==> config.mk <==
export PLATFORM = sky130hd
export DESIGN_NAME = sdr_cmd_monitor_flat
export DESIGN_NICKNAME = d
export VERILOG_FILES = /design/src/rtl/sdr_cmd_monitor_pkg.sv /design/src/rtl/sdr_cmd_monitor_if.sv /design/src/rtl/sdr_rd_lat_chk.sv /design/src/rtl/sdr_cmd_monitor.sv /design/src/flat_wrapper.sv
export SDC_FILE = /design/constraint.sdc
export NUM_CORES = 1
export LEC_CHECK = 0
export ABC_CLOCK_PERIOD_IN_PS = 6200
export BUFFER_PORTS_ARGS = -buffer_cell sky130_fd_sc_hd__buf_4
export CORE_ASPECT_RATIO = 1.25
export CORE_MARGIN = 4
export CORE_UTILIZATION = 50
export CTS_CLUSTER_SIZE = 20
export DETAILED_ROUTE_END_ITERATION = 7
export PLACE_DENSITY = 0.75
export SLEW_MARGIN = 20
export SYNTH_ARGS = -nofsm -noshare
export SYNTH_HDL_FRONTEND = slang
export SYNTH_SLANG_ARGS = --single-unit
==> constraint.sdc <==
create_clock -name clk -period 6.2 [get_ports clk]
set_input_delay 0.62 -clock clk [delete_from_list [all_inputs] [get_ports clk]]
set_output_delay 0.62 -clock clk [all_outputs]
set_load 0.05 [all_outputs]
==> src/rtl/sdr_cmd_monitor_pkg.sv <==
// Shared types and constants for the SDRAM command-bus monitor.
package sdr_mon_pkg;

  typedef enum logic [2:0] {
    NOP = 3'd0,
    ACT = 3'd1,
    RD  = 3'd2,
    WR  = 3'd3,
    PRE = 3'd4,
    REF = 3'd5,
    MRS = 3'd6,
    BST = 3'd7
  } cmd_e;

  typedef enum logic [1:0] {
    S_INIT = 2'd0,
    S_MODE = 2'd1,
    S_RUN  = 2'd2
  } state_e;

  // Bit positions inside err_flags.
  localparam int ERR_RD_MISS = 0;  // expected read data never driven
  localparam int ERR_SPUR    = 1;  // read data driven with nothing due
  localparam int ERR_RFSH    = 2;  // refresh interval exceeded
  localparam int ERR_MRS_CAS = 3;  // MRS programs a CAS latency other than cfg
  localparam int ERR_EARLY   = 4;  // ACT/RD/WR issued before init completes
  localparam int NUM_ERR     = 5;

  // Command decode of the raw SDRAM pins; deselect or clock-disabled is a NOP.
  function automatic cmd_e decode_cmd(input logic cs, input logic cke,
                                      input logic ras, input logic cas,
                                      input logic we);
    cmd_e c;
    c = NOP;
    if (!cs && cke) begin
      case ({ras, cas, we})
        3'b111:  c = NOP;
        3'b011:  c = ACT;
        3'b101:  c = RD;
        3'b100:  c = WR;
        3'b010:  c = PRE;
        3'b001:  c = REF;
        3'b000:  c = MRS;
        default: c = BST;
      endcase
    end
    return c;
  endfunction

  // Number of error events raised in one cycle.
  function automatic logic [2:0] count_ones(input logic [NUM_ERR-1:0] v);
    logic [2:0] n;
    n = '0;
    for (int i = 0; i < NUM_ERR; i++) n = n + {2'b00, v[i]};
    return n;
  endfunction

endpackage

==> src/rtl/sdr_cmd_monitor_if.sv <==
// SDRAM command bus plus the memory model's read-data drive enable.
interface sdr_cmd_monitor_if;
  logic        cke;
  logic        cs;
  logic        ras;
  logic        cas;
  logic        we;
  logic [12:0] addr;
  logic        dataout_en;

  modport master (output cke, cs, ras, cas, we, addr, dataout_en);
  modport slave  (input  cke, cs, ras, cas, we, addr, dataout_en);
endinterface

==> src/rtl/sdr_rd_lat_chk.sv <==
// Read CAS-latency checker: one expectation bit per outstanding read,
// shifting toward index 0 where it must meet dataout_en.
module sdr_rd_lat_chk
  import sdr_mon_pkg::*;
#(
  parameter int MAX_CAS = 4
) (
  input  logic       clk,
  input  logic       reset,
  input  logic       rd_req,      // RD accepted while the device is running
  input  logic [2:0] cfg_cas,
  input  logic       dataout_en,
  output logic       rd_miss,
  output logic       rd_spur
);

  logic [MAX_CAS-1:0] pipe_q;
  logic [MAX_CAS-1:0] pipe_d;
  logic               den_q;
  logic               due;

  // Next expectation vector and the two error events for this cycle.
  always_comb begin
    // NOTE: every signal driven here gets a value before any branch, so no path leaves it unassigned and no latch is inferred.
    pipe_d  = pipe_q >> 1;
    due     = pipe_q[0];
    rd_miss = due && !dataout_en;
    rd_spur = dataout_en && !den_q && !due;
    // A CAS setting outside 1..MAX_CAS matches no slot, so the read goes untracked.
    for (int i = 0; i < MAX_CAS; i++) begin
      if (rd_req && cfg_cas == 3'(i + 1)) pipe_d[i] = 1'b1;
    end
  end

  // Expectation pipe and previous dataout_en for edge detection.
  always_ff @(posedge clk) begin
    // NOTE: state registers use non-blocking assignments so every flop samples pre-edge values regardless of statement order.
    if (reset) begin
      // NOTE: the pipe is cleared on reset; a surviving bit would report a miss for a read that reset already cancelled.
      pipe_q <= '0;
      den_q  <= 1'b0;
    end else begin
      pipe_q <= pipe_d;
      den_q  <= dataout_en;
    end
  end

endmodule

==> src/rtl/sdr_cmd_monitor.sv <==
// SDRAM command-bus monitor: decode, init tracking, command statistics,
// refresh-interval and read-latency checking with sticky error flags.
module sdr_cmd_monitor
  import sdr_mon_pkg::*;
#(
  parameter int MAX_CAS    = 4,
  parameter int RFSH_SLACK = 64,
  parameter int CNT_W      = 16
) (
  input  logic                clk,
  input  logic                reset,
  sdr_cmd_monitor_if.slave    bus,
  input  logic [2:0]          cfg_sdr_cas,
  input  logic [11:0]         cfg_sdr_rfsh,
  input  logic                clr_err,
  output cmd_e                cmd,
  output state_e              mon_state,
  output logic [CNT_W-1:0]    act_cnt,
  output logic [CNT_W-1:0]    rd_cnt,
  output logic [CNT_W-1:0]    wr_cnt,
  output logic [CNT_W-1:0]    ref_cnt,
  output logic [12:0]         rfsh_gap,
  output logic [NUM_ERR-1:0]  err_flags,
  output logic [7:0]          err_cnt
);

  localparam logic [12:0] GAP_MAX = 13'h1fff;

  cmd_e               cmd_now;
  state_e             state_q;
  state_e             state_d;
  logic               mrs_check;
  logic               rd_miss;
  logic               rd_spur;
  logic               rfsh_ovd;
  logic [12:0]        gap_d;
  logic [12:0]        rfsh_limit;
  logic [NUM_ERR-1:0] err_ev;
  logic [NUM_ERR-1:0] flags_d;
  logic [8:0]         cnt_sum;
  logic [7:0]         cnt_d;
  logic               unused_addr;

  assign cmd_now     = decode_cmd(bus.cs, bus.cke, bus.ras, bus.cas, bus.we);
  assign mon_state   = state_q;
  assign unused_addr = ^{bus.addr[12:11], bus.addr[9:7], bus.addr[3:0]};

  // Overdue threshold; 4095 + slack + 1 stays well inside 13 bits.
  assign rfsh_limit = 13'(cfg_sdr_rfsh) + 13'(RFSH_SLACK) + 13'd1;

  sdr_rd_lat_chk #(.MAX_CAS(MAX_CAS)) u_rd_lat_chk (
    .clk        (clk),
    .reset      (reset),
    .rd_req     ((cmd_now == RD) && (state_q == S_RUN)),
    .cfg_cas    (cfg_sdr_cas),
    .dataout_en (bus.dataout_en),
    .rd_miss    (rd_miss),
    .rd_spur    (rd_spur)
  );

  // Init-sequence FSM next state; flags every MRS that completes or restarts init.
  always_comb begin
    state_d   = state_q;
    mrs_check = 1'b0;
    case (state_q)
      S_INIT: if (cmd_now == PRE && bus.addr[10]) state_d = S_MODE;
      S_MODE: if (cmd_now == MRS) begin
        state_d   = S_RUN;
        mrs_check = 1'b1;
      end
      S_RUN: if (cmd_now == MRS) begin
        state_d   = S_MODE;
        mrs_check = 1'b1;
      end
      default: state_d = S_INIT;
    endcase
  end

  // Refresh gap: counts enabled cycles in S_RUN, cleared by REF, pinned at 0 elsewhere.
  always_comb begin
    gap_d = rfsh_gap;
    if (state_q != S_RUN || cmd_now == REF) gap_d = '0;
    else if (bus.cke && rfsh_gap != GAP_MAX) gap_d = rfsh_gap + 13'd1;
    // Fires only on the step onto the limit, not while the gap sits there.
    rfsh_ovd = (state_q == S_RUN) && (gap_d == rfsh_limit) && (rfsh_gap != rfsh_limit);
  end

  // Error events, sticky flags and saturating event count; a new event beats clr_err.
  always_comb begin
    err_ev              = '0;
    err_ev[ERR_RD_MISS] = rd_miss;
    err_ev[ERR_SPUR]    = rd_spur;
    err_ev[ERR_RFSH]    = rfsh_ovd;
    err_ev[ERR_MRS_CAS] = mrs_check && (bus.addr[6:4] != cfg_sdr_cas);
    err_ev[ERR_EARLY]   = (state_q != S_RUN) && (cmd_now inside {ACT, RD, WR});
    flags_d = (clr_err ? '0 : err_flags) | err_ev;
    cnt_sum = {1'b0, (clr_err ? 8'd0 : err_cnt)} + 9'(count_ones(err_ev));
    cnt_d   = cnt_sum[8] ? 8'hff : cnt_sum[7:0];
  end

  // Registered outputs: command, state, statistics and error state.
  always_ff @(posedge clk) begin
    if (reset) begin
      cmd       <= NOP;
      state_q   <= S_INIT;
      act_cnt   <= '0;
      rd_cnt    <= '0;
      wr_cnt    <= '0;
      ref_cnt   <= '0;
      rfsh_gap  <= '0;
      err_flags <= '0;
      err_cnt   <= '0;
    end else begin
      cmd       <= cmd_now;
      state_q   <= state_d;
      rfsh_gap  <= gap_d;
      err_flags <= flags_d;
      err_cnt   <= cnt_d;
      if (cmd_now == ACT) act_cnt <= act_cnt + CNT_W'(1);
      if (cmd_now == RD)  rd_cnt  <= rd_cnt  + CNT_W'(1);
      if (cmd_now == WR)  wr_cnt  <= wr_cnt  + CNT_W'(1);
      if (cmd_now == REF) ref_cnt <= ref_cnt + CNT_W'(1);
    end
  end

endmodule

==> src/flat_wrapper.sv <==
// flat-port wrapper written by rule: the top's interface ports become plain ports
module sdr_cmd_monitor_flat import sdr_mon_pkg::*;
#(
  parameter int MAX_CAS    = 4,
  parameter int RFSH_SLACK = 64,
  parameter int CNT_W      = 16
)
  (clk, reset, cfg_sdr_cas, cfg_sdr_rfsh, clr_err, cmd, mon_state, act_cnt, rd_cnt, wr_cnt, ref_cnt, rfsh_gap, err_flags, err_cnt, bus_cke, bus_cs, bus_ras, bus_cas, bus_we, bus_addr, bus_dataout_en);
  sdr_cmd_monitor_if bus_i ();
  input  logic clk;
  input  logic reset;
  input  logic [2:0] cfg_sdr_cas;
  input  logic [11:0] cfg_sdr_rfsh;
  input  logic clr_err;
  output cmd_e cmd;
  output state_e mon_state;
  output logic [CNT_W-1:0] act_cnt;
  output logic [CNT_W-1:0] rd_cnt;
  output logic [CNT_W-1:0] wr_cnt;
  output logic [CNT_W-1:0] ref_cnt;
  output logic [12:0] rfsh_gap;
  output logic [NUM_ERR-1:0] err_flags;
  output logic [7:0] err_cnt;
  input wire logic [$bits(bus_i.cke)-1:0] bus_cke;
  input wire logic [$bits(bus_i.cs)-1:0] bus_cs;
  input wire logic [$bits(bus_i.ras)-1:0] bus_ras;
  input wire logic [$bits(bus_i.cas)-1:0] bus_cas;
  input wire logic [$bits(bus_i.we)-1:0] bus_we;
  input wire logic [$bits(bus_i.addr)-1:0] bus_addr;
  input wire logic [$bits(bus_i.dataout_en)-1:0] bus_dataout_en;
  assign bus_i.cke = bus_cke;
  assign bus_i.cs = bus_cs;
  assign bus_i.ras = bus_ras;
  assign bus_i.cas = bus_cas;
  assign bus_i.we = bus_we;
  assign bus_i.addr = bus_addr;
  assign bus_i.dataout_en = bus_dataout_en;
  sdr_cmd_monitor #(.MAX_CAS(MAX_CAS), .RFSH_SLACK(RFSH_SLACK), .CNT_W(CNT_W)) u_core (.clk(clk), .reset(reset), .bus(bus_i), .cfg_sdr_cas(cfg_sdr_cas), .cfg_sdr_rfsh(cfg_sdr_rfsh), .clr_err(clr_err), .cmd(cmd), .mon_state(mon_state), .act_cnt(act_cnt), .rd_cnt(rd_cnt), .wr_cnt(wr_cnt), .ref_cnt(ref_cnt), .rfsh_gap(rfsh_gap), .err_flags(err_flags), .err_cnt(err_cnt));
endmodule
==> impl_results.html, run 1 <==
<table>
<tr><th>Metric</th><th>Value</th></tr>
<tr><th colspan="2">Global routing</th></tr>
<tr><td>Peak-usage layer in the global routing report</td><td>met2</td></tr>
<tr><td>Overall overflow remaining after global route</td><td>0</td></tr>
<tr><td>Met2 Usage GRT</td><td>37.7%</td></tr>
<tr><td>Global-route wire length before repair</td><td>23500 um</td></tr>
<tr><td>Via count of the first global-routing pass</td><td>4959</td></tr>
<tr><td>Met1 routing resource usage after global routing</td><td>26.7%</td></tr>
<tr><td>Largest net degree at the start of global routing</td><td>88</td></tr>
<tr><td>Initial antenna violation count</td><td>0</td></tr>
<tr><td>Met3 demand-to-capacity share in global routing</td><td>5.14%</td></tr>
<tr><td>All-Layer GR Usage</td><td>22.3%</td></tr>
<tr><th colspan="2">Clocking</th></tr>
<tr><td>Clock edge transition at the registers on the reported setup and hold paths</td><td>0.07 ns</td></tr>
<tr><td>CTS tree</td><td>yes</td></tr>
<tr><td>Number of clock sinks</td><td>100</td></tr>
<tr><td>Number of H-tree levels</td><td>3</td></tr>
<tr><td>Max Root-Sink Buffers</td><td>2</td></tr>
<tr><td>CTS Root Cell</td><td>clkbuf_16</td></tr>
<tr><td>Clock network latency to the later pin of the worst-skew pair</td><td>0.33 ns</td></tr>
<tr><td>Number of buffers created by CTS</td><td>9</td></tr>
<tr><td>Count of buffers added by post-CTS timing repair for setup</td><td>0</td></tr>
<tr><th colspan="2">Drt</th></tr>
<tr><td>Routed via count divided by cell count</td><td>5.67</td></tr>
<tr><td>Final WL</td><td>14300 um</td></tr>
<tr><td>Total number of vias</td><td>5127</td></tr>
<tr><td>Drt first pass iters</td><td>5</td></tr>
<tr><td># DRC</td><td>0</td></tr>
<tr><td>Violation count after the first detailed-routing iteration</td><td>214</td></tr>
<tr><td>Wire length per cell after detailed routing</td><td>15.8 um</td></tr>
<tr><td>Antenna viol nets, final</td><td>0</td></tr>
<tr><th colspan="2">Setup path</th></tr>
<tr><td>Worst reg2reg setup slack</td><td>0.58 ns</td></tr>
<tr><td>Start of the worst register-to-register path</td><td>u_core.rfsh_gap[0]$_SDFF_PP0_</td></tr>
<tr><td>Req. time, crit path</td><td>6.39 ns</td></tr>
<tr><td>Sort of element at the end of the critical path</td><td>flop</td></tr>
<tr><td>Critical register-to-register path endpoint</td><td>u_core.err_cnt[7]$_SDFF_PP0_</td></tr>
<tr><td>Setup crit start kind</td><td>flop</td></tr>
<tr><td>Worst reg-to-reg path cell count</td><td>21</td></tr>
<tr><td>Critical path class</td><td>flop to flop</td></tr>
<tr><td>Worst EP arrival</td><td>5.81 ns</td></tr>
<tr><td>Highest net fanout along the worst path</td><td>9</td></tr>
<tr><th colspan="2">STA</th></tr>
<tr><td>Pin slew with the least headroom to its limit</td><td>0.896 ns</td></tr>
<tr><td>Worst slew slack as a fraction of its limit</td><td>40.3%</td></tr>
<tr><td>Final Hold Violating Endpoints</td><td>0</td></tr>
<tr><td>Final critical-path required period</td><td>5.62 ns</td></tr>
<tr><td>Final number of setup-violating endpoints</td><td>0</td></tr>
<tr><td>Upper clock frequency limit</td><td>178 MHz</td></tr>
<tr><td>Max-slew violation count</td><td>0</td></tr>
<tr><td>Setup_tns</td><td>0 ns</td></tr>
<tr><td>Setup repair after global routing missed its margin</td><td>false</td></tr>
<tr><td>Worst setup skew after layout</td><td>0.00595 ns</td></tr>
<tr><td>Final worst-path cycle share</td><td>90.7%</td></tr>
<tr><th colspan="2">Status</th></tr>
<tr><td>Outcome</td><td>finished, final reports clean</td></tr>
<tr><th colspan="2">Power</th></tr>
<tr><td>Sequential share of power</td><td>48.2%</td></tr>
<tr><td>Clock power frac</td><td>40.6%</td></tr>
<tr><td>IR Drop Worst-Case VDD</td><td>0.000166 V</td></tr>
<tr><td>Overall power consumption</td><td>1.36 mW</td></tr>
<tr><td>Leakage power</td><td>2.75 nW</td></tr>
<tr><td>Power share of the combinational group</td><td>11.1%</td></tr>
<tr><td>Total internal power</td><td>1.02 mW</td></tr>
<tr><td>Power per Cell Area</td><td>200 nW/um2</td></tr>
<tr><td>Proportion of total power due to net switching</td><td>24.9%</td></tr>
<tr><td>Switching power</td><td>0.337 mW</td></tr>
<tr><th colspan="2">Synth</th></tr>
<tr><td>Number of different library cells in the post-synthesis netlist</td><td>73</td></tr>
<tr><td>Synth warnings</td><td>0</td></tr>
<tr><td>Synthesized area divided by synthesized cell count</td><td>8.38 um2</td></tr>
<tr><td>Total nets after synthesis</td><td>716</td></tr>
<tr><td>Top flip-flop cell by instance count after synthesis</td><td>dfxtp_1</td></tr>
<tr><td>Async S/R FF share, synth</td><td>0%</td></tr>
<tr><td>Seq/Total Area, Yosys</td><td>36.0%</td></tr>
<tr><td>Flops &amp; latches, synth</td><td>100</td></tr>
<tr><td>Number of flops mapped to enable cells by yosys</td><td>0</td></tr>
<tr><td>Post-Syn Area</td><td>5560 um2</td></tr>
<tr><td>Instance count of the mapped netlist</td><td>663</td></tr>
<tr><th colspan="2">Min path</th></tr>
<tr><td>Hold Path End</td><td>u_core.u_rd_lat_chk.pipe_q[2]$_SDFF_PP0_</td></tr>
<tr><td>Worst Hold Path Cells</td><td>2</td></tr>
<tr><td>Startpoint of the most critical hold path</td><td>u_core.u_rd_lat_chk.pipe_q[3]$_SDFF_PP0_</td></tr>
<tr><td>Hold Path Class</td><td>flop to flop</td></tr>
<tr><th colspan="2">Run</th></tr>
<tr><td>Reported max-cap violation count</td><td>0</td></tr>
<tr><th colspan="2">Placed design</th></tr>
<tr><td># port buffers</td><td>122</td></tr>
<tr><td>Weighted congestion reported at the end of routability-driven placement</td><td>0.916</td></tr>
<tr><td>Total half-perimeter wirelength after legalization and detailed placement</td><td>10900 um</td></tr>
<tr><th colspan="2">Floorplanning</th></tr>
<tr><td>Die Span Y</td><td>126 um</td></tr>
<tr><td>Placeable core area</td><td>10700 um2</td></tr>
<tr><td>Die X</td><td>102 um</td></tr>
<tr><td>Number of top-level design ports</td><td>132</td></tr>
<tr><td>Initial core utilization</td><td>51.8%</td></tr>
<tr><td>DIE AREA</td><td>12900 um2</td></tr>
<tr><td>Placement Rows</td><td>42</td></tr>
<tr><th colspan="2">Finish</th></tr>
<tr><td>Most common library cell in the layout ignoring fill and taps</td><td>buf_4</td></tr>
<tr><td>Area growth from synthesis to layout</td><td>21.9%</td></tr>
<tr><td>Antenna diodes</td><td>0</td></tr>
<tr><td>Ratio of cells with drive above 1 in the final layout</td><td>21.1%</td></tr>
<tr><td>Total Nets Final</td><td>821</td></tr>
<tr><td>Number of fill cells in the layout</td><td>928</td></tr>
<tr><td>Leading cell types in the layout, fill and taps excluded</td><td>124 x buf_4, 105 x nor2_1, 100 x dfxtp_1</td></tr>
</table>
==> registers in the layout, indices dropped and copies added, names as in the netlist <==
signal                      flops
u_core.u_rd_lat_chk.pipe_q      4
u_core.err_cnt                  8
u_core.cmd                      3
u_core.err_flags                5
u_core.rfsh_gap                13
u_core.rd_cnt                  16
u_core.u_rd_lat_chk.den_q       1
u_core.wr_cnt                  16
u_core.mon_state                2
u_core.act_cnt                 16
u_core.ref_cnt                 16
==> metrics by stage <==
step                area (um2)  utilization (%)  setup WS, ns  hold WS [ns]  std cells
finish                    6770             63.2         0.577         0.453        905
global route              6770             63.2        0.0542         0.474        905
CTS                       6770             63.1         0.493         0.456        905
detailed placement        6470             60.4         0.496         0.436        889
global placement          6470             60.4         0.615         0.422        889
floorplan                 5560                -         0.912         0.413        663
==> final cells by class <==
class                   count  area [um2]  area share, %
inverters                  18        67.6          0.997
multi-input cells         515        3320           48.9
repair buffers            124         931           13.7
well taps                 132         165           2.44
flip-flops and latches    100        2000           29.6
clock buffers              11         233           3.44
clock inverters             5        60.1          0.887
==> how the worst max path moves through the flow <==
| stage | startpoint | endpoint | cells past startpoint |
|---|---|---|---|
| 6_report | u_core.rfsh_gap[0]$_SDFF_PP0_ | u_core.err_cnt[7]$_SDFF_PP0_ | 21 |
| 5_1_grt | u_core.rfsh_gap[0]$_SDFF_PP0_ | u_core.err_cnt[7]$_SDFF_PP0_ | 21 |
| 4_1_cts | u_core.rfsh_gap[0]$_SDFF_PP0_ | u_core.err_cnt[7]$_SDFF_PP0_ | 21 |
| 3_5_place_dp | cfg_sdr_rfsh[0] | u_core.err_cnt[7]$_SDFF_PP0_ | 22 |
| 3_3_place_gp | cfg_sdr_rfsh[0] | u_core.err_cnt[7]$_SDFF_PP0_ | 22 |
| 2_1_floorplan | u_core.rfsh_gap[4]$_SDFF_PP0_ | u_core.err_cnt[5]$_SDFF_PP0_ | 21 |
==> cells by family after synthesis <==
logic type      count (synthesis)  share of synthesized area, %
fa+ha+maj                      16                          4.01
xor+xnor                       92                          14.9
compound gates                 89                          11.1
mux                             6                          1.08
flops                         100                          36.0
simple gates                  311                          28.4
other cells                     1                        0.0675
buf+inv                        48                          4.43
==> metal layers <==
metal  vias to the layer above  share of wire [%]
li1                       2518                  -
met1                      2405                 39
met2                       170                 50
met3                        34                7.2
met4                         0                3.5
met5                         -                  0
==> repair_timing <==
action                                  in CTS  in global routing
gates resized for setup                      0                  1
hold buffers                                 0                  0
endpoints found under the setup margin       0                  1
endpoints found under the hold margin        0                  0
==> power groups by stage <==
stage	logic (mW)	registers [mW]	clock network, mW
3_5_place_dp	0.149	0.669	0
5_1_grt	0.164	0.654	0.595
6_report	0.151	0.654	0.551
2_1_floorplan	0.0824	0.688	0
4_1_cts	0.150	0.654	0.566
3_3_place_gp	0.145	0.668	0
==> Yosys cell counts (12+ instances only) <==
cell	number	share of area, %
xnor2_1	31	4.9
xor2_1	59	9.3
nand2_1	55	3.7
o21ai_0	15	1.4
a21oi_1	26	2.3
nor3_1	16	1.4
clkbuf_1	18	1.2
ha_1	13	2.9
inv_1	17	1.1
nand4_1	26	2.9
and3_1	16	1.8
nor2_1	105	7.1
nand3_1	28	2.5
dfxtp_1	100	36
or3_1	12	1.4
==> worst max-delay path, cell delays in order, from the launching register on <==
cell      delay (ns)
dfxtp_1         0.51
ha_1            0.36
nand2_1         0.17
nor4_4          0.52
nor3_1          0.12
xnor2_1         0.33
or4b_4          0.52
a21oi_2         0.17
nor2_1          0.05
nor3_1          0.27
fa_1            0.46
ha_1            0.21
inv_1           0.06
fa_1            0.41
inv_1           0.11
ha_1            0.24
a21o_1          0.15
a21oi_1         0.28
nor3b_1         0.13
xor2_1          0.17
a21boi_0        0.19
nor2_1          0.05
Note: power is estimated with default switching activity, not from simulation.
==> run 2: changes to the inputs <==
--- a/config.mk
+++ b/config.mk
@@ -16,4 +16,5 @@
 export SLEW_MARGIN = 20
 export SYNTH_ARGS = -nofsm -noshare
 export SYNTH_HDL_FRONTEND = slang
+export SYNTH_HIERARCHICAL = 1
 export SYNTH_SLANG_ARGS = --single-unit
==> impl_results.html, run 2 <==
<table>
<tr><th>Metric</th><th>Value</th></tr>
<tr><th colspan="2">Finish</th></tr>
<tr><td>Area growth from synthesis to layout</td><td>21.3%</td></tr>
<tr><td>Antenna diodes</td><td>0 (unchanged)</td></tr>
<tr><td>Most common library cell in the layout ignoring fill and taps</td><td>buf_4</td></tr>
<tr><td>Final std cell area, no fill</td><td>6890 um2 (+1.8%)</td></tr>
<tr><td>Total Nets Final</td><td>847 (+3.2%)</td></tr>
<tr><td>Leading cell types in the layout, fill and taps excluded</td><td>123 x buf_4, 100 x dfxtp_1, 94 x nor2_1</td></tr>
<tr><td>Ratio of cells with drive above 1 in the final layout</td><td>18.8% (-2.2 points)</td></tr>
<tr><th colspan="2">Drt</th></tr>
<tr><td>Routed via count divided by cell count</td><td>5.78 (+2.1%)</td></tr>
<tr><td>Final WL</td><td>14900 um (+3.6%)</td></tr>
<tr><td>Violation count after the first detailed-routing iteration</td><td>226 (+5.6%)</td></tr>
<tr><td>Antenna viol nets, final</td><td>0 (unchanged)</td></tr>
<tr><td>Wire length per cell after detailed routing</td><td>16.0 um (+0.73%)</td></tr>
<tr><td>Total number of vias</td><td>5385 (+5.0%)</td></tr>
<tr><td># DRC</td><td>0 (unchanged)</td></tr>
<tr><td>Drt first pass iters</td><td>5 (unchanged)</td></tr>
<tr><th colspan="2">Setup path</th></tr>
<tr><td>Req. time, crit path</td><td>6.46 ns (+0.07 ns)</td></tr>
<tr><td>Setup crit start kind</td><td>input pin</td></tr>
<tr><td>Critical path class</td><td>input pin to flop</td></tr>
<tr><td>Worst EP arrival</td><td>4.93 ns (-0.88 ns)</td></tr>
<tr><td>Crit-path slowest cell</td><td>or4_1</td></tr>
<tr><td>Sort of element at the end of the critical path</td><td>flop</td></tr>
<tr><td>Cell family contributing the most delay on the critical path</td><td>simple AND/OR/NAND/NOR gates</td></tr>
<tr><td>Number of buffer and inverter stages on the critical path</td><td>2 (unchanged)</td></tr>
<tr><td>Highest net fanout along the worst path</td><td>10 (+1)</td></tr>
<tr><td>Worst path max stage delay</td><td>0.59 ns (+0.07 ns)</td></tr>
<tr><td>Critical-path cell list</td><td>buf_4 -&gt; ha_1 -&gt; nand2_2 -&gt; o311a_1 -&gt; nor3_1 -&gt; nand2_1 -&gt; or4_1 -&gt; a32oi_1 -&gt; and4_1 -&gt; ha_1 -&gt; inv_1 -&gt; fa_1 -&gt; nor2b_1 -&gt; o211ai_1 -&gt; or4_1 -&gt; a21oi_1</td></tr>
<tr><th colspan="2">Synth</th></tr>
<tr><td>Instance count of the mapped netlist</td><td>698 (+5.3%)</td></tr>
<tr><td>Top cells by count, synth</td><td>100 x dfxtp_1, 94 x nor2_1, 49 x nand2_1</td></tr>
<tr><td>Number of flops mapped to enable cells by yosys</td><td>0 (unchanged)</td></tr>
<tr><td>Most repeated cell in the gate-level netlist after synthesis</td><td>dfxtp_1</td></tr>
<tr><td>Post-Syn Area</td><td>5680 um2 (+2.2%)</td></tr>
<tr><td>Seq/Total Area, Yosys</td><td>35.2% (-0.79 points)</td></tr>
<tr><td>Synthesized area divided by synthesized cell count</td><td>8.14 um2 (-2.9%)</td></tr>
<tr><td>Top post-synthesis cells by area</td><td>dfxtp_1 35%, xnor2_1 6.3%, xor2_1 6.3%</td></tr>
<tr><td>Cell accounting for the most synthesized area</td><td>dfxtp_1</td></tr>
<tr><td>Top flip-flop cell by instance count after synthesis</td><td>dfxtp_1</td></tr>
<tr><td>Total nets after synthesis</td><td>753 (+5.2%)</td></tr>
<tr><td>Number of different library cells in the post-synthesis netlist</td><td>68 (-6.8%)</td></tr>
<tr><td>Synth warnings</td><td>6 (+6)</td></tr>
<tr><td>Flops &amp; latches, synth</td><td>100 (unchanged)</td></tr>
<tr><td>Share of the synthesized area in the top cell type</td><td>35.2% (-0.79 points)</td></tr>
<tr><td>Async S/R FF share, synth</td><td>0% (unchanged)</td></tr>
<tr><th colspan="2">Placed design</th></tr>
<tr><td>Weighted congestion reported at the end of routability-driven placement</td><td>0.939 (+2.5%)</td></tr>
<tr><td>Post-DP Area</td><td>6590 um2 (+1.8%)</td></tr>
<tr><td># port buffers</td><td>122 (unchanged)</td></tr>
<tr><td>Total half-perimeter wirelength after legalization and detailed placement</td><td>10700 um (-2.0%)</td></tr>
<tr><th colspan="2">Power</th></tr>
<tr><td>Overall power consumption</td><td>1.36 mW (+0.20%)</td></tr>
<tr><td>Power per Cell Area</td><td>197 nW/um2 (-1.5%)</td></tr>
<tr><td>Leakage power</td><td>2.69 nW (-2.0%)</td></tr>
<tr><td>IR Drop Worst-Case VDD</td><td>0.000141 V (-15%)</td></tr>
<tr><th colspan="2">STA</th></tr>
<tr><td>Worst setup skew after layout</td><td>0.0118 ns (+0.00582 ns)</td></tr>
<tr><td>Hold slack</td><td>0.430 ns (-0.0228 ns)</td></tr>
<tr><td>Setup repair after global routing missed its margin</td><td>false</td></tr>
<tr><td>Final worst-path cycle share</td><td>75.4% (-15 points)</td></tr>
<tr><td>Worst slew slack as a fraction of its limit</td><td>31.8% (-8.4 points)</td></tr>
<tr><td>Pin slew with the least headroom to its limit</td><td>1.02 ns (+0.127 ns)</td></tr>
<tr><td>Max-slew violation count</td><td>0 (unchanged)</td></tr>
<tr><td>Upper clock frequency limit</td><td>214 MHz (+20%)</td></tr>
<tr><td>Final critical-path required period</td><td>4.68 ns (-0.948 ns)</td></tr>
<tr><td>Setup_tns</td><td>0 ns (unchanged)</td></tr>
<tr><td>Final Hold Violating Endpoints</td><td>0 (unchanged)</td></tr>
<tr><td>Final number of setup-violating endpoints</td><td>0 (unchanged)</td></tr>
<tr><th colspan="2">Clocking</th></tr>
<tr><td>Clock network latency to the later pin of the worst-skew pair</td><td>0.34 ns (about the same)</td></tr>
<tr><td>CTS Root Cell</td><td>clkbuf_16</td></tr>
<tr><td>Count of buffers added by post-CTS timing repair for setup</td><td>0 (unchanged)</td></tr>
<tr><td>Number of buffers created by CTS</td><td>9 (unchanged)</td></tr>
<tr><td>Clock edge transition at the registers on the reported setup and hold paths</td><td>0.07 ns (about the same)</td></tr>
<tr><td>Number of clock sinks</td><td>100 (unchanged)</td></tr>
<tr><td>Number of H-tree levels</td><td>3 (unchanged)</td></tr>
<tr><td>Max Root-Sink Buffers</td><td>2 (unchanged)</td></tr>
<tr><td>Number of buffers inserted for hold repair after clock tree synthesis</td><td>0 (unchanged)</td></tr>
<tr><td>CTS tree</td><td>yes</td></tr>
<tr><td>Number of gates resized after CTS</td><td>0 (unchanged)</td></tr>
<tr><th colspan="2">Global routing</th></tr>
<tr><td>Initial antenna violation count</td><td>0 (unchanged)</td></tr>
<tr><td>Global-route wire length before repair</td><td>23400 um (-0.73%)</td></tr>
<tr><td>All-Layer GR Usage</td><td>22.0% (-0.33 points)</td></tr>
<tr><td>Via count of the first global-routing pass</td><td>4949 (-0.20%)</td></tr>
<tr><td>Overall overflow remaining after global route</td><td>0 (unchanged)</td></tr>
<tr><td>Largest net degree at the start of global routing</td><td>101 (+15%)</td></tr>
<tr><th colspan="2">Floorplanning</th></tr>
<tr><td>DIE AREA</td><td>13100 um2 (+2.1%)</td></tr>
<tr><td>Placeable core area</td><td>11100 um2 (+3.4%)</td></tr>
<tr><td>Placement Rows</td><td>43 (+2.4%)</td></tr>
<tr><td>Die X</td><td>103 um (+1.0%)</td></tr>
<tr><td>Number of top-level design ports</td><td>132 (unchanged)</td></tr>
<tr><td>Initial core utilization</td><td>51.3% (-0.58 points)</td></tr>
<tr><td>Die Span Y</td><td>127 um (+1.0%)</td></tr>
<tr><th colspan="2">Run</th></tr>
<tr><td>Reported max-cap violation count</td><td>0 (unchanged)</td></tr>
<tr><th colspan="2">Status</th></tr>
<tr><td>Outcome</td><td>finished, final reports clean</td></tr>
<tr><th colspan="2">Min path</th></tr>
<tr><td>Hold Path Class</td><td>flop to flop</td></tr>
</table>
-- run 2: cell types whose count changed in the layout (fill, tap and decap cells not counted), moves of 9 or more --
cell,previous run,this run
xor2_1,59,41
a21oi_1,26,40
nor3_1,16,28
nor2_1,105,94
xnor2_1,31,41
o21ai_0,15,24
-- run 2: stage by stage --
step / worst slack (ns) / instances / utilization [%]
6_report: 1.52 / 931 / 62.2
5_1_grt: 1.28 / 931 / 62.2
4_1_cts: 1.57 / 931 / 62.2
3_5_place_dp: 1.26 / 916 / 59.5
3_3_place_gp: 1.42 / 916 / 59.5
2_1_floorplan: 1.94 / 698 / -
-- run 2: worst min-delay path: stages, from the launching register on --
cell     delay, ns
dfxtp_1       0.30
inv_1         0.04
a21oi_1       0.05
-- run 2: worst paths after layout --
check | start | endpoint | slack, ns | cells past startpoint
worst max-delay path | cfg_sdr_rfsh[0] | u_core/err_cnt[1]$_SDFF_PP0_ | 1.52 | 16
worst min-delay path | u_core/u_rd_lat_chk/pipe_q[1]$_SDFF_PP0_ | u_core/u_rd_lat_chk/pipe_q[0]$_SDFF_PP0_ | 0.43 | 2
worst max register to register | u_core/rfsh_gap[0]$_SDFF_PP0_ | u_core/err_cnt[1]$_SDFF_PP0_ | 1.62 | 15
worst min register to register | u_core/u_rd_lat_chk/pipe_q[1]$_SDFF_PP0_ | u_core/u_rd_lat_chk/pipe_q[0]$_SDFF_PP0_ | 0.43 | 2
-- run 2: layout make-up --
cell class                      count  area [um2]
Timing Repair Buffer              123         923
Fill cell                        1004        4190
Clock buffer                       10         239
Sequential cell                   100        2000
Multi-Input combinational cell    535        3410
Tap cell                          135         169
Inverter                           23        86.3
Clock inverter                      5        60.1
-- run 2: report_power, final --
group	switching [mW]	internal, mW
logic	0.0880	0.0523
clock network	0.243	0.323
registers	0.00464	0.647
-- run 2: logic make-up (layout without fill, tap and decap cells) --
family          Yosys count  after routing  share of synthesized area (%)
buf+inv                  63            161                           4.69
simple gates            312            312                           28.4
fa+ha+maj                18             18                           4.36
compound gates          113            113                           12.9
xor+xnor                 82             82                           12.6
mux                      10             10                           1.81
flops                   100            100                           35.2
-- run 2: routing by layer --
metal / GRT usage, % / part of all wire (%) / up-vias
li1: - / - / 2630
met1: 26.8 / 40 / 2553
met2: 37.4 / 51 / 178
met3: 4.75 / 6.7 / 24
met4: 8.00 / 2.4 / 0
met5: 0 / 0 / -
==> run 3: changes to the inputs <==
--- a/config.mk
+++ b/config.mk
@@ -5,14 +5,14 @@
 export SDC_FILE = /design/constraint.sdc
 export NUM_CORES = 1
 export LEC_CHECK = 0
-export ABC_CLOCK_PERIOD_IN_PS = 6200
+export ABC_CLOCK_PERIOD_IN_PS = 4100
 export BUFFER_PORTS_ARGS = -buffer_cell sky130_fd_sc_hd__buf_4
 export CORE_ASPECT_RATIO = 1.25
 export CORE_MARGIN = 4
-export CORE_UTILIZATION = 50
+export CORE_UTILIZATION = 49
 export CTS_CLUSTER_SIZE = 20
 export DETAILED_ROUTE_END_ITERATION = 7
-export PLACE_DENSITY = 0.75
+export PLACE_DENSITY = 0.77
 export SLEW_MARGIN = 20
 export SYNTH_ARGS = -nofsm -noshare
 export SYNTH_HDL_FRONTEND = slang
==> constraint.sdc (replaced) <==
create_clock -name clk -period 4.1 [get_ports clk]
set_input_delay 0.41 -clock clk [delete_from_list [all_inputs] [get_ports clk]]
set_output_delay 0.41 -clock clk [all_outputs]
set_load 0.05 [all_outputs]
==> impl_results.html, run 3 (synthesis gave the netlist of run 2 again) <==
<table>
<tr><th>Metric</th><th>Value</th></tr>
<tr><th colspan="2">Status</th></tr>
<tr><td>Outcome</td><td>finished, final reports clean</td></tr>
<tr><th colspan="2">STA</th></tr>
<tr><td>Upper clock frequency limit</td><td>250 MHz</td></tr>
<tr><td>Setup_tns</td><td>0 ns (unchanged)</td></tr>
<tr><td>Worst slew slack as a fraction of its limit</td><td>32.3% (+0.48 points)</td></tr>
<tr><td>Pin slew with the least headroom to its limit</td><td>1.02 ns (-0.00714 ns)</td></tr>
<tr><td>Final worst-path cycle share</td><td>97.4%</td></tr>
<tr><td>Max-slew violation count</td><td>0 (unchanged)</td></tr>
<tr><td>Final Hold Violating Endpoints</td><td>0 (unchanged)</td></tr>
<tr><td>Worst setup skew after layout</td><td>0.00712 ns (-0.00465 ns)</td></tr>
<tr><td>Final critical-path required period</td><td>4.00 ns</td></tr>
<tr><td>Final number of setup-violating endpoints</td><td>0 (unchanged)</td></tr>
<tr><th colspan="2">Clocking</th></tr>
<tr><td>Max Root-Sink Buffers</td><td>2 (unchanged)</td></tr>
<tr><td>Number of clock sinks</td><td>100 (unchanged)</td></tr>
<tr><td>CTS tree</td><td>yes</td></tr>
<tr><td>Clock network latency to the later pin of the worst-skew pair</td><td>0.35 ns (about the same)</td></tr>
<tr><td>Number of buffers inserted for hold repair after clock tree synthesis</td><td>0 (unchanged)</td></tr>
<tr><td>Number of H-tree levels</td><td>3 (unchanged)</td></tr>
<tr><td>CTS Root Cell</td><td>clkbuf_16</td></tr>
<tr><td>Number of buffers created by CTS</td><td>9 (unchanged)</td></tr>
<tr><td>Clock edge transition at the registers on the reported setup and hold paths</td><td>0.07 ns (about the same)</td></tr>
<tr><th colspan="2">Floorplanning</th></tr>
<tr><td>Die X</td><td>104 um (+0.94%)</td></tr>
<tr><td>Number of top-level design ports</td><td>132 (unchanged)</td></tr>
<tr><td>Placeable core area</td><td>11200 um2 (+1.5%)</td></tr>
<tr><td>Die Span Y</td><td>128 um (+0.95%)</td></tr>
<tr><td>DIE AREA</td><td>13400 um2 (+1.9%)</td></tr>
<tr><td>Initial core utilization</td><td>50.5% (-0.74 points)</td></tr>
<tr><td>Placement Rows</td><td>43 (unchanged)</td></tr>
<tr><th colspan="2">Finish</th></tr>
<tr><td>Number of fill cells in the layout</td><td>968 (-3.6%)</td></tr>
<tr><td>Final cell count without fillers</td><td>968 (+4.0%)</td></tr>
<tr><td>Total Nets Final</td><td>883 (+4.3%)</td></tr>
<tr><td>Area growth from synthesis to layout</td><td>28.1%</td></tr>
<tr><td>Core Util, Final</td><td>64.7% (+2.6 points)</td></tr>
<tr><td>Leading cell types in the layout, fill and taps excluded</td><td>157 x buf_4, 92 x nor2_1, 91 x dfxtp_1</td></tr>
<tr><td>Most common library cell in the layout ignoring fill and taps</td><td>buf_4</td></tr>
<tr><td>Ratio of cells with drive above 1 in the final layout</td><td>25.3% (+6.5 points)</td></tr>
<tr><td>Final std cell area, no fill</td><td>7280 um2 (+5.6%)</td></tr>
<tr><td>Antenna diodes</td><td>0 (unchanged)</td></tr>
<tr><th colspan="2">Setup path</th></tr>
<tr><td>Cell family contributing the most delay on the critical path</td><td>simple AND/OR/NAND/NOR gates</td></tr>
<tr><td>Critical path class</td><td>flop to flop</td></tr>
<tr><td>Highest net fanout along the worst path</td><td>6 (-4)</td></tr>
<tr><td>Critical-path cell list</td><td>buf_6 -&gt; nand4_1 -&gt; or3_4 -&gt; nor3_4 -&gt; nor2_2 -&gt; or4_1 -&gt; a32oi_1 -&gt; and4_1 -&gt; ha_2 -&gt; inv_1 -&gt; fa_2 -&gt; nor2b_2 -&gt; o211ai_1 -&gt; or4_4 -&gt; a21oi_2</td></tr>
<tr><td>Req. time, crit path</td><td>4.37 ns (-2.09 ns)</td></tr>
<tr><td>Setup crit start kind</td><td>flop</td></tr>
<tr><td>Worst EP arrival</td><td>4.27 ns (-0.66 ns)</td></tr>
<tr><td>Crit-path slowest cell</td><td>or4_4</td></tr>
<tr><td>Number of buffer and inverter stages on the critical path</td><td>2 (unchanged)</td></tr>
<tr><td>Worst path max stage delay</td><td>0.61 ns (+0.02 ns)</td></tr>
<tr><td>Sort of element at the end of the critical path</td><td>flop</td></tr>
<tr><th colspan="2">Min path</th></tr>
<tr><td>Hold Path Class</td><td>input pin to flop</td></tr>
<tr><th colspan="2">Power</th></tr>
<tr><td>Power per Cell Area</td><td>287 nW/um2 (+46%)</td></tr>
<tr><td>Overall power consumption</td><td>2.09 mW (+54%)</td></tr>
<tr><td>IR Drop Worst-Case VDD</td><td>0.000283 V (+100%)</td></tr>
<tr><td>Leakage power</td><td>2.91 nW (+8.0%)</td></tr>
<tr><th colspan="2">Placed design</th></tr>
<tr><td>Post-DP Area</td><td>6840 um2 (+3.7%)</td></tr>
<tr><td>Cell count after placement</td><td>946 (+3.3%)</td></tr>
<tr><td># port buffers</td><td>122 (unchanged)</td></tr>
<tr><td>Total half-perimeter wirelength after legalization and detailed placement</td><td>11400 um (+6.6%)</td></tr>
<tr><td>Weighted congestion reported at the end of routability-driven placement</td><td>0.935 (-0.36%)</td></tr>
<tr><th colspan="2">Global routing</th></tr>
<tr><td>Initial antenna violation count</td><td>0 (unchanged)</td></tr>
<tr><td>All-Layer GR Usage</td><td>22.3% (+0.28 points)</td></tr>
<tr><td>Global-route wire length before repair</td><td>24800 um (+6.1%)</td></tr>
<tr><td>Via count of the first global-routing pass</td><td>5360 (+8.3%)</td></tr>
<tr><td>Largest net degree at the start of global routing</td><td>101 (unchanged)</td></tr>
<tr><td>Overall overflow remaining after global route</td><td>0 (unchanged)</td></tr>
<tr><th colspan="2">Run</th></tr>
<tr><td>Reported max-cap violation count</td><td>0 (unchanged)</td></tr>
<tr><th colspan="2">Drt</th></tr>
<tr><td>Drt first pass iters</td><td>5 (unchanged)</td></tr>
<tr><td>Antenna viol nets, final</td><td>0 (unchanged)</td></tr>
<tr><td>Violation count after the first detailed-routing iteration</td><td>216 (-4.4%)</td></tr>
<tr><td>Routed via count divided by cell count</td><td>5.77 (-0.27%)</td></tr>
<tr><td>Wire length per cell after detailed routing</td><td>16.1 um (+1.2%)</td></tr>
<tr><td>Total number of vias</td><td>5584 (+3.7%)</td></tr>
<tr><td># DRC</td><td>0 (unchanged)</td></tr>
<tr><td>Final WL</td><td>15600 um (+5.2%)</td></tr>
</table>
## run 3: cell count changes in the layout (fill, tap and decap cells not counted), moves of 2 or more
cell      before  now
nor2_1        94   92
a21oi_1       40   35
dfxtp_4        0    3
a21oi_2        0    5
nor2_2         0    2
ha_1          15   13
clkinv_4       1    3
buf_4        123  157
dfxtp_2        0    6
dfxtp_1      100   91
## run 3: path summary, 6_finish.rpt
kind	slack, ns	from	cells after the start	to
worst max register to register	0.10	u_core/rfsh_gap[0]$_SDFF_PP0_	15	u_core/err_cnt[2]$_SDFF_PP0_
worst max-delay path	0.10	u_core/rfsh_gap[0]$_SDFF_PP0_	15	u_core/err_cnt[2]$_SDFF_PP0_
worst min register to register	0.43	u_core/u_rd_lat_chk/pipe_q[1]$_SDFF_PP0_	2	u_core/u_rd_lat_chk/pipe_q[0]$_SDFF_PP0_
worst min-delay path	0.27	cfg_sdr_cas[1]	2	u_core/u_rd_lat_chk/pipe_q[3]$_SDFF_PP0_
## run 3: per-layer routing
layer  track usage (%)  vias to the layer above  share of wire (%)
met2              37.4                      220                 49
met3              6.17                       61                7.8
met5                 0                        -                  0
met4              12.1                        0                3.9
li1                  -                     2702                  -
met1              25.8                     2601                 40
## run 3: repair_timing
action / in CTS / in global routing
pin swaps: 0 / 13
setup endpoints to repair: 6 / 8
resized for setup: 2 / 21
setup buffers: 0 / 6
gates cloned: 0 / 0
## run 3: worst reg2reg max path, cell delays in order (launching register included)
cell      delay, ns
dfxtp_4        0.38
buf_6          0.11
nand4_1        0.12
or3_4          0.45
nor3_4         0.27
nor2_2         0.06
or4_1          0.42
a32oi_1        0.19
and4_1         0.27
ha_2           0.20
inv_1          0.05
fa_2           0.35
nor2b_2        0.15
o211ai_1       0.14
or4_4          0.61
a21oi_2        0.16
## run 3: through the flow
step	hold slack [ns]	setup slack [ns]
floorplan	0.405	0.0140
global placement	0.415	0.0338
detailed placement	0.424	-0.0556
CTS	0.255	0.0445
global route	0.264	-0.0391
finish	0.271	0.105
## run 3: layout make-up
| cell class | count | area, um2 | share of cell area (%) |
|---|---|---|---|
| flip-flops and latches | 100 | 2020 | 27.8 |
| clock inverters | 7 | 86.3 | 1.19 |
| clock buffers | 9 | 225 | 3.09 |
| multi-input cells | 535 | 3480 | 47.8 |
| repair buffers | 159 | 1210 | 16.6 |
| well taps | 135 | 169 | 2.32 |
| inverters | 23 | 86.3 | 1.19 |
## run 3: where the power goes
part / internal, mW / switching, mW / total (mW)
Clock: 0.483 / 0.395 / 0.878
Sequential: 0.976 / 0.00739 / 0.984
Combinational: 0.0895 / 0.138 / 0.227
